File: src/rtl/vmem_pkg.sv
// ---------------------------------------------------------------------------
// vmem_pkg
// Shared types and helpers for the video-memory rectangle filler.
//   ADDR_W / DATA_W : video-memory write port geometry
//   COL_W  / ROW_W  : tile column / row coordinate widths
//   state_e         : fill controller states
//   rect_t          : inclusive tile rectangle {x0, x1, y0, y1}
// ---------------------------------------------------------------------------
package vmem_pkg;

  localparam int ADDR_W = 13;
  localparam int DATA_W = 24;
  localparam int COL_W  = 7;
  localparam int ROW_W  = 6;

  typedef logic [COL_W-1:0]  col_t;
  typedef logic [ROW_W-1:0]  row_t;
  typedef logic [DATA_W-1:0] color_t;
  typedef logic [ADDR_W-1:0] addr_t;

  typedef enum logic [1:0] {
    ST_IDLE = 2'd0,
    ST_FILL = 2'd1,
    ST_DONE = 2'd2
  } state_e;

  typedef struct packed {
    col_t x0;
    col_t x1;
    row_t y0;
    row_t y1;
  } rect_t;

  // Clamp the far corner to the visible screen; the near corner is left
  // alone so an off-screen start naturally yields an empty rectangle.
  function automatic rect_t clip_rect(input rect_t r, input col_t max_col,
                                      input row_t max_row);
    rect_t c;
    c = r;
    if (r.x1 > max_col) c.x1 = max_col;
    if (r.y1 > max_row) c.y1 = max_row;
    return c;
  endfunction

  function automatic logic rect_empty(input rect_t r);
    return (r.x0 > r.x1) || (r.y0 > r.y1);
  endfunction

  // Video memory is laid out as {row, col}: 128 words per row.
  function automatic addr_t tile_addr(input row_t row, input col_t col);
    return {row, col};
  endfunction

endpackage

File: src/rtl/raster_counter.sv
// ---------------------------------------------------------------------------
// raster_counter
// Row-major column/row walker over an inclusive tile rectangle.
//   clk, reset      : rising-edge clock, synchronous active-high reset
//   i_load          : latch start corner and limits, position := (x0, y0)
//   i_step          : advance one tile (col first, then row)
//   i_x0, i_x1      : first / last column (x1 already clipped)
//   i_y0, i_y1      : first / last row    (y1 already clipped)
//   o_col, o_row    : current position (registered)
//   o_last          : current position is (x1, y1)
// ---------------------------------------------------------------------------
module raster_counter
  import vmem_pkg::*;
(
  input  logic clk,
  input  logic reset,
  input  logic i_load,
  input  logic i_step,
  input  col_t i_x0,
  input  col_t i_x1,
  input  row_t i_y0,
  input  row_t i_y1,
  output col_t o_col,
  output row_t o_row,
  output logic o_last
);

  col_t r_col;
  col_t r_x0;
  col_t r_x1;
  row_t r_row;
  row_t r_y1;

  logic w_col_end;
  logic w_row_end;

  assign w_col_end = (r_col == r_x1);
  assign w_row_end = (r_row == r_y1);

  // NOTE: sequential state uses non-blocking assignments so every flop
  // samples the pre-edge values regardless of statement order.
  always_ff @(posedge clk) begin
    if (reset) begin
      r_col <= '0;
      r_row <= '0;
      r_x0  <= '0;
      r_x1  <= '0;
      r_y1  <= '0;
    end else if (i_load) begin
      r_col <= i_x0;
      r_row <= i_y0;
      r_x0  <= i_x0;
      r_x1  <= i_x1;
      r_y1  <= i_y1;
    end else if (i_step) begin
      // Counting stops at the limits, so neither counter can wrap even
      // when x1 = 127 or y1 = 63.
      if (!w_col_end) begin
        r_col <= r_col + 1'b1;
      end else if (!w_row_end) begin
        r_col <= r_x0;
        r_row <= r_row + 1'b1;
      end
    end
  end

  assign o_col  = r_col;
  assign o_row  = r_row;
  assign o_last = w_col_end && w_row_end;

endmodule

File: src/rtl/vmem_rect_fill.sv
// ---------------------------------------------------------------------------
// vmem_rect_fill
// Fills an inclusive tile rectangle of video memory with one colour, one
// word per clock, in row-major order. The write port drives the memory's
// second port directly (addrb = mem_waddr, datab = mem_wdata, web = mem_web,
// clkb = clk).
//   clk, reset          : rising-edge clock, synchronous active-high reset
//   cmd_valid/cmd_ready : command handshake (ready only in IDLE)
//   cmd_x0, cmd_x1      : first / last column, inclusive
//   cmd_y0, cmd_y1      : first / last row, inclusive
//   cmd_color           : fill colour {R, G, B}
//   mem_waddr           : write address {row, col} (registered)
//   mem_wdata           : write data (registered)
//   mem_web             : write enable, one word per high cycle (registered)
//   busy                : high in FILL and DONE
//   done                : one-cycle completion pulse
// ---------------------------------------------------------------------------
module vmem_rect_fill
  import vmem_pkg::*;
#(
  parameter int MAX_COL = 79,
  parameter int MAX_ROW = 59
) (
  input  logic              clk,
  input  logic              reset,
  input  logic              cmd_valid,
  output logic              cmd_ready,
  input  logic [COL_W-1:0]  cmd_x0,
  input  logic [COL_W-1:0]  cmd_x1,
  input  logic [ROW_W-1:0]  cmd_y0,
  input  logic [ROW_W-1:0]  cmd_y1,
  input  logic [DATA_W-1:0] cmd_color,
  output logic [ADDR_W-1:0] mem_waddr,
  output logic [DATA_W-1:0] mem_wdata,
  output logic              mem_web,
  output logic              busy,
  output logic              done
);

  localparam col_t LAST_COL = col_t'(MAX_COL);
  localparam row_t LAST_ROW = row_t'(MAX_ROW);

  state_e r_state;
  logic   r_web;
  logic   r_busy;
  logic   r_done;
  color_t r_wdata;

  rect_t  w_cmd_rect;
  rect_t  w_clip_rect;
  logic   w_accept;
  logic   w_empty;
  logic   w_load;
  logic   w_step;
  logic   w_last;
  col_t   w_col;
  row_t   w_row;

  // Ready is gated by reset so it is low throughout reset and high in the
  // very first cycle after reset is released, without waiting for an edge.
  assign cmd_ready = (r_state == ST_IDLE) && !reset;
  assign w_accept  = cmd_valid && cmd_ready;

  assign w_cmd_rect  = '{x0: cmd_x0, x1: cmd_x1, y0: cmd_y0, y1: cmd_y1};
  assign w_clip_rect = clip_rect(w_cmd_rect, LAST_COL, LAST_ROW);
  assign w_empty     = rect_empty(w_clip_rect);

  // Loading on acceptance puts (x0, y0) on the address outputs in the very
  // next cycle, together with mem_web, so there is no lead-in bubble.
  assign w_load = w_accept && !w_empty;
  assign w_step = (r_state == ST_FILL) && !w_last;

  raster_counter u_raster (
    .clk    (clk),
    .reset  (reset),
    .i_load (w_load),
    .i_step (w_step),
    .i_x0   (w_clip_rect.x0),
    .i_x1   (w_clip_rect.x1),
    .i_y0   (w_clip_rect.y0),
    .i_y1   (w_clip_rect.y1),
    .o_col  (w_col),
    .o_row  (w_row),
    .o_last (w_last)
  );

  always_ff @(posedge clk) begin
    if (reset) begin
      r_state <= ST_IDLE;
      r_web   <= 1'b0;
      r_busy  <= 1'b0;
      r_done  <= 1'b0;
      r_wdata <= '0;
    end else begin
      case (r_state)
        ST_IDLE: begin
          r_done <= 1'b0;
          if (w_accept) begin
            r_busy <= 1'b1;
            if (w_empty) begin
              r_state <= ST_DONE;
              r_done  <= 1'b1;
            end else begin
              r_state <= ST_FILL;
              r_web   <= 1'b1;
              r_wdata <= cmd_color;
            end
          end
        end

        ST_FILL: begin
          // The word on the port this cycle is (x1, y1): it is the last one.
          if (w_last) begin
            r_state <= ST_DONE;
            r_web   <= 1'b0;
            r_done  <= 1'b1;
          end
        end

        ST_DONE: begin
          r_state <= ST_IDLE;
          r_done  <= 1'b0;
          r_busy  <= 1'b0;
        end

        // NOTE: the spare encoding recovers to IDLE instead of holding state,
        // so an upset can never leave the controller stuck.
        default: begin
          r_state <= ST_IDLE;
          r_web   <= 1'b0;
          r_done  <= 1'b0;
          r_busy  <= 1'b0;
        end
      endcase
    end
  end

  assign mem_waddr = tile_addr(w_row, w_col);
  assign mem_wdata = r_wdata;
  assign mem_web   = r_web;
  assign busy      = r_busy;
  assign done      = r_done;

endmodule
File: config.mk
export PLATFORM = sky130hd
export DESIGN_NAME = vmem_rect_fill
export DESIGN_NICKNAME = d
export VERILOG_FILES = /design/src/rtl/vmem_pkg.sv /design/src/rtl/raster_counter.sv /design/src/rtl/vmem_rect_fill.sv
export SDC_FILE = /design/constraint.sdc
export NUM_CORES = 1
export LEC_CHECK = 0
export ABC_AREA = 0
export BUFFER_PORTS_ARGS = -buffer_cell sky130_fd_sc_hd__buf_2
export CAP_MARGIN = 5
export CORE_UTILIZATION = 55
export CTS_CLUSTER_DIAMETER = 80
export DETAILED_ROUTE_END_ITERATION = 7
export GPL_TIMING_DRIVEN = 0
export PLACE_DENSITY_LB_ADDON = 0.15
export SYNTH_ARGS = -nofsm -noshare
export SYNTH_HDL_FRONTEND = slang
export SYNTH_SLANG_ARGS = --single-unit
File: constraint.sdc
create_clock -name clk -period 5.9 [get_ports clk]
set_input_delay 0.885 -clock clk [delete_from_list [all_inputs] [get_ports clk]]
set_output_delay 0.885 -clock clk [all_outputs]
set_load 0.02 [all_outputs]
* After elaboration in Yosys (flattened, before gate mapping)
Index checks and enable logic that the tools add are counted.
** Storage, ports and cells
- Bits in registers :: 62
- Input bits :: 53
- Output and inout port bits :: 41
- Word-level logic and storage cells :: 70
** Operators by class
- $add $sub $neg :: 2
- Order comparisons :: 4
- Equality and inequality tests :: 9
- Mux-type cells :: 24
- Bitwise operators :: 3
- Reduce and logical (&&, ||, !) cells :: 18
** Operators with widths (count)
- $mux 7 :: 5
- $mux 6 :: 5
- $add 7x1->7 const B :: 1
- $eq 7x7->1 :: 1
- $gt 7x7->1 :: 1
- $gt 7x7->1 const B :: 1
- $mux 1 :: 7
- $add 6x1->6 const B :: 1
- $eq 6x6->1 :: 1
- $gt 6x6->1 :: 1
- $gt 6x6->1 const B :: 1
- $mux 2 :: 3
- $ne 2x2->1 const B :: 3
- $reduce_and 2->1 :: 3
- $reduce_and 3->1 :: 2
- $logic_and 1x1->1 :: 5
- $pmux 1 s2 :: 2
- $pmux 2 s2 :: 1
- $reduce_and 4->1 :: 1
- $reduce_bool 2->1 :: 2
- $logic_not 1->1 :: 3
- $ne 3x2->1 const B :: 1
- $not 1->1 :: 3
- $pmux 1 s3 :: 1
- other kinds (5) :: 5

* Logic depth before layout (Yosys ltp)
- Depth after elaboration :: 8
- Gate-level depth with buffers :: 11

* Hierarchy
From an unflattened synthesis, not the netlist that was laid out.
** Second synthesis, totals
- Cell total of the unflattened synthesis :: 392
- Area total of the unflattened synthesis :: 3393.3 um^2
** Modules (own cells, without submodules)
- vmem_rect_fill :: instances 1, cells each 197, area each 1727.9 um^2
- raster_counter :: instances 1, cells each 195, area each 1665.3 um^2

* Least setup slack after synthesis
Ideal clock, no wire load.
- Path kind :: input port to flip-flop
- Start point :: input cmd_x1[4]
- End point :: register u_raster.r_x1[2]
- Arrival :: 2823 ps
- Data required time :: 5814 ps
- Path slack :: 2992 ps
- Stages :: 10
- Buffers on the path :: 2
- Path through :: o21a_1 -> or2_2 -> ha_1 -> nand3_1 -> o31ai_1 -> o2111a_1 -> buf_2 -> buf_4 -> nor2_1 -> a211oi_1
** Between the ends
- Longest elaborated chain between the ends :: 6
** Ends and longest elaborated chain
- start: declaration :: RTL line vmem_rect_fill.sv:29 : input logic [COL_W-1:0] cmd_x1,
- $gt 7x7->1 :: RTL line vmem_pkg.sv:40 : if (r.x1 > max_col) c.x1 = max_col;
- $mux 7 :: RTL line vmem_pkg.sv:40
- named net u_raster.i_x1[0] :: RTL line raster_counter.sv:20 : input col_t i_x1,
- $gt 7x7->1 :: RTL line vmem_pkg.sv:46 : return (r.x0 > r.x1) || (r.y0 > r.y1);
- $logic_or 1x1->1 :: RTL line vmem_pkg.sv:46
- $logic_not 1->1 :: RTL line vmem_rect_fill.sv:70 : assign w_load = w_accept && !w_empty;
- $logic_and 1x1->1 :: RTL line vmem_rect_fill.sv:70
- end signal: assignment :: RTL line raster_counter.sv:53 : r_x1 <= i_x1;
- end: declaration :: RTL line raster_counter.sv:30 : col_t r_x1;
The timed path passes the listed nets, and every way through them passes these cells.
A chain may end at the register's enable or synchronous reset.

* Final worst setup path
- Start point :: input cmd_x1[4]
- End point :: register u_raster.r_x1[3]
Same word-level chain as after synthesis.

==> results.py <==
metrics = {
    "floorplanning": {
        "die_h_um": 77.23,
        "chipWidth_um": 77.23,
        "die-area_mm2": 0.005964,
        "core_mm2": 0.005473,
        "start_util_pct": 56.88,
        "num_rows": 27,
        "io_pins": 94,
    },
    "routing": {
        "dr.first_iter.drc_count": 274,
        "ant_nets": 0,
        "wire_per_inst_um": 14.46,
        "drt-total-wl_um": 8243,
        "drc_errors": 0,
        "vias": 3119,
        "first_pass_iters": 4,
        "via_per_inst": 5.472,
    },
    "worst_setup_path": {
        "worst-endpoint-required_ns": 6.16,
        "worstPathMaxFanout": 10,
        "critical_path_class": "input port to flip-flop",
        "critPathArrivalTime_ns": 3.33,
        "end_kind": "flip-flop",
        "start_kind": "input port",
    },
    "global_routing": {
        "overflow": 0,
        "grt_pass1_wl_um": 13660,
        "grt_usage_pct": 29.68,
        "antenna_found_initial": 0,
        "grt_max_degree": 12,
        "grt_pass1_vias": 2931,
    },
    "synth": {
        "synth_area_leaders": "dfxtp_1, nand2_1, a21oi_1, ha_1, xnor2_1",
        "synthDistinctLibCells": 49,
        "synthArstFlopShare_pct": 0,
        "synthesis.nets": 457,
        "synth_edf_count": 0,
        "ys_warn_count": 0,
        "synth_top_flop_cell": "dfxtp_1",
        "ys_seq_elements": 62,
        "yosysTopAreaCell": "dfxtp_1",
        "yosys.area.top_type_share_pct": 39.87,
        "ys_seq_area_share_pct": 39.87,
        "postSynthCellCount": 390,
        "syn_area_mm2": 0.003113,
        "synth.avg_cell_area_um2": 7.982,
    },
    "finish": {
        "antennaDiodeCount": 0,
        "fin_area_mm2": 0.003864,
        "drive_gt1_share_pct": 25.70,
        "final_common_cell": "buf_2",
        "syn2layout_area_growth_pct": 24.12,
        "final_cell_mix": "buf_2, nand2_1, dfxtp_1, a21oi_1, nor2_1",
        "finalNetCount": 560,
        "nFillCells": 506,
    },
    "cts": {
        "cts_tree": "built",
        "cts-buffers-inserted": 9,
        "cts.sinks": 62,
        "cts.clk_slew.worst_paths_ns": 0.07,
        "post_cts_buffers": 0,
        "root_buffer": "clkbuf_8",
        "insertion_delay_ns": 0.35,
        "cts_resized": 0,
        "htree_levels": 3,
        "hold_buffers": 0,
        "cts_buffer_depth": 2,
    },
    "pwr": {
        "power_frac_comb_pct": 25.7,
        "switching_power_uw": 386.9,
        "ir_worst_vdd_mv": 0.2042,
        "report.power.total_uw": 1151,
        "p_sw_share_pct": 33.60,
        "p_int_uw": 764.5,
        "p_leak_uw": 0.001652,
        "pwr-share-seq_pct": 41.3,
        "clkPwrFrac_pct": 33.0,
        "p_per_area_mw_per_mm2": 298.0,
    },
    "timing": {
        "slew_violations": 0,
        "rsz0062_at_grt": "false",
        "fin_setup_tns_ns": 0,
        "finalCritPeriodShare_pct": 52.19,
        "max-slew-margin-rel_pct": 60.45,
        "hold_viol": 0,
        "maxClockFrequency_mhz": 324.8,
        "finalCriticalPeriod_ns": 3.079,
        "hold_slack_ns": 0.4517,
        "report.final.setup_viol": 0,
        "worst_slew_pin_slew_ns": 0.5893,
        "finalClockSkew_ns": 0.008679,
    },
    "place": {
        "dp_hpwl_um": 6226,
        "io_buffers": 92,
        "place_area_mm2": 0.003664,
        "place_congestion": 0.8941,
    },
    "outcome": {
        "outcome": "complete, no violations",
    },
    "flow_run": {
        "drv_cap": 0,
    },
    "hold_path": {
        "hp-class": "flip-flop to flip-flop",
    },
}
path summary, 6_finish.rpt:
path | startpoint | to | slack (ns) | cells after the start
worst min-delay path | mem_wdata[20]$_SDFFE_PP0P_ | mem_wdata[20]$_SDFFE_PP0P_ | 0.45 | 2
worst max-delay path | cmd_x1[4] | u_raster.r_x1[3]$_SDFFE_PP0P_ | 2.82 | 11
worst max register to register | u_raster.o_row[3]$_SDFFE_PP0P_ | u_raster.o_col[3]$_SDFFE_PP0P_ | 3.61 | 7
worst min register to register | mem_wdata[20]$_SDFFE_PP0P_ | mem_wdata[20]$_SDFFE_PP0P_ | 0.45 | 2
cell families after synthesis:
group	count (synthesis)	share of synthesized area [%]
simple gates	160	23.23
compound gates	96	19.57
flops	62	39.87
buf+inv	33	4.461
xor+xnor	21	5.908
fa+ha+maj	14	5.627
mux	4	1.326
worst max-delay path, cell delays in order:
cell      delay [ns]
buf_2           0.12
o21a_1          0.22
or2_2           0.31
ha_1            0.28
nand3_1         0.07
o31ai_1         0.47
o2111a_1        0.27
buf_2           0.22
buf_4           0.22
nor2_1          0.06
a211oi_1        0.20
final cells by class:
| class | count | area [um^2] | area share, % |
|---|---|---|---|
| sequential | 62 | 1241 | 32.12 |
| clock buffer | 11 | 141.4 | 3.659 |
| inverter | 10 | 37.54 | 0.9715 |
| timing repair buffer | 92 | 460.4 | 11.92 |
| multi-input combinational | 295 | 1733 | 44.85 |
| buffer | 23 | 101.3 | 2.623 |
| tap | 72 | 90.09 | 2.332 |
| clock inverter | 5 | 58.81 | 1.522 |
power groups by stage:
stage | combinational, uW | clock [uW] | sequential, uW
after CTS | 295 | 384 | 475
final | 296 | 380 | 475
after detailed placement | 293 | 0 | 484
after global placement | 287 | 0 | 483
after floorplan | 180 | 0 | 502
after global routing | 325 | 406 | 479
synthesized netlist by cell type (4+ instances only):
cell type / count
a211oi_1: 11
a21o_1: 4
a21oi_1: 54
buf_2: 9
clkbuf_1: 13
dfxtp_1: 62
ha_1: 14
inv_1: 9
nand2_1: 93
nand3_1: 15
nand4_1: 4
nor2_1: 24
nor4_1: 5
xnor2_1: 15
xor2_1: 6
registers in the layout, summed over array words and instances, names as in the netlist:
name            flops
u_raster.r_x1       7
mem_wdata          24
mem_web             1
busy                1
r_state             2
u_raster.o_row      6
u_raster.o_col      7
u_raster.r_x0       7
u_raster.r_y1       6
done                1
metrics by stage:
| step | utilization [%] | std cells | setup slack (ns) |
|---|---|---|---|
| floorplan | - | 390 | 2.992 |
| CTS | 70.60 | 570 | 2.835 |
| detailed placement | 66.94 | 554 | 2.478 |
| finish | 70.60 | 570 | 2.821 |
| global placement | 66.94 | 554 | 2.548 |
| global route | 70.60 | 570 | 2.705 |
routing by layer:
metal  vias up  wire length, um  track usage [%]
li1       1556                -                -
met1      1439             3714            38.67
met2       114             3909            46.64
met3        10              507            7.500
met4         0              111            11.89
met5         -                0                0
(Power assumes the default switching activity.)
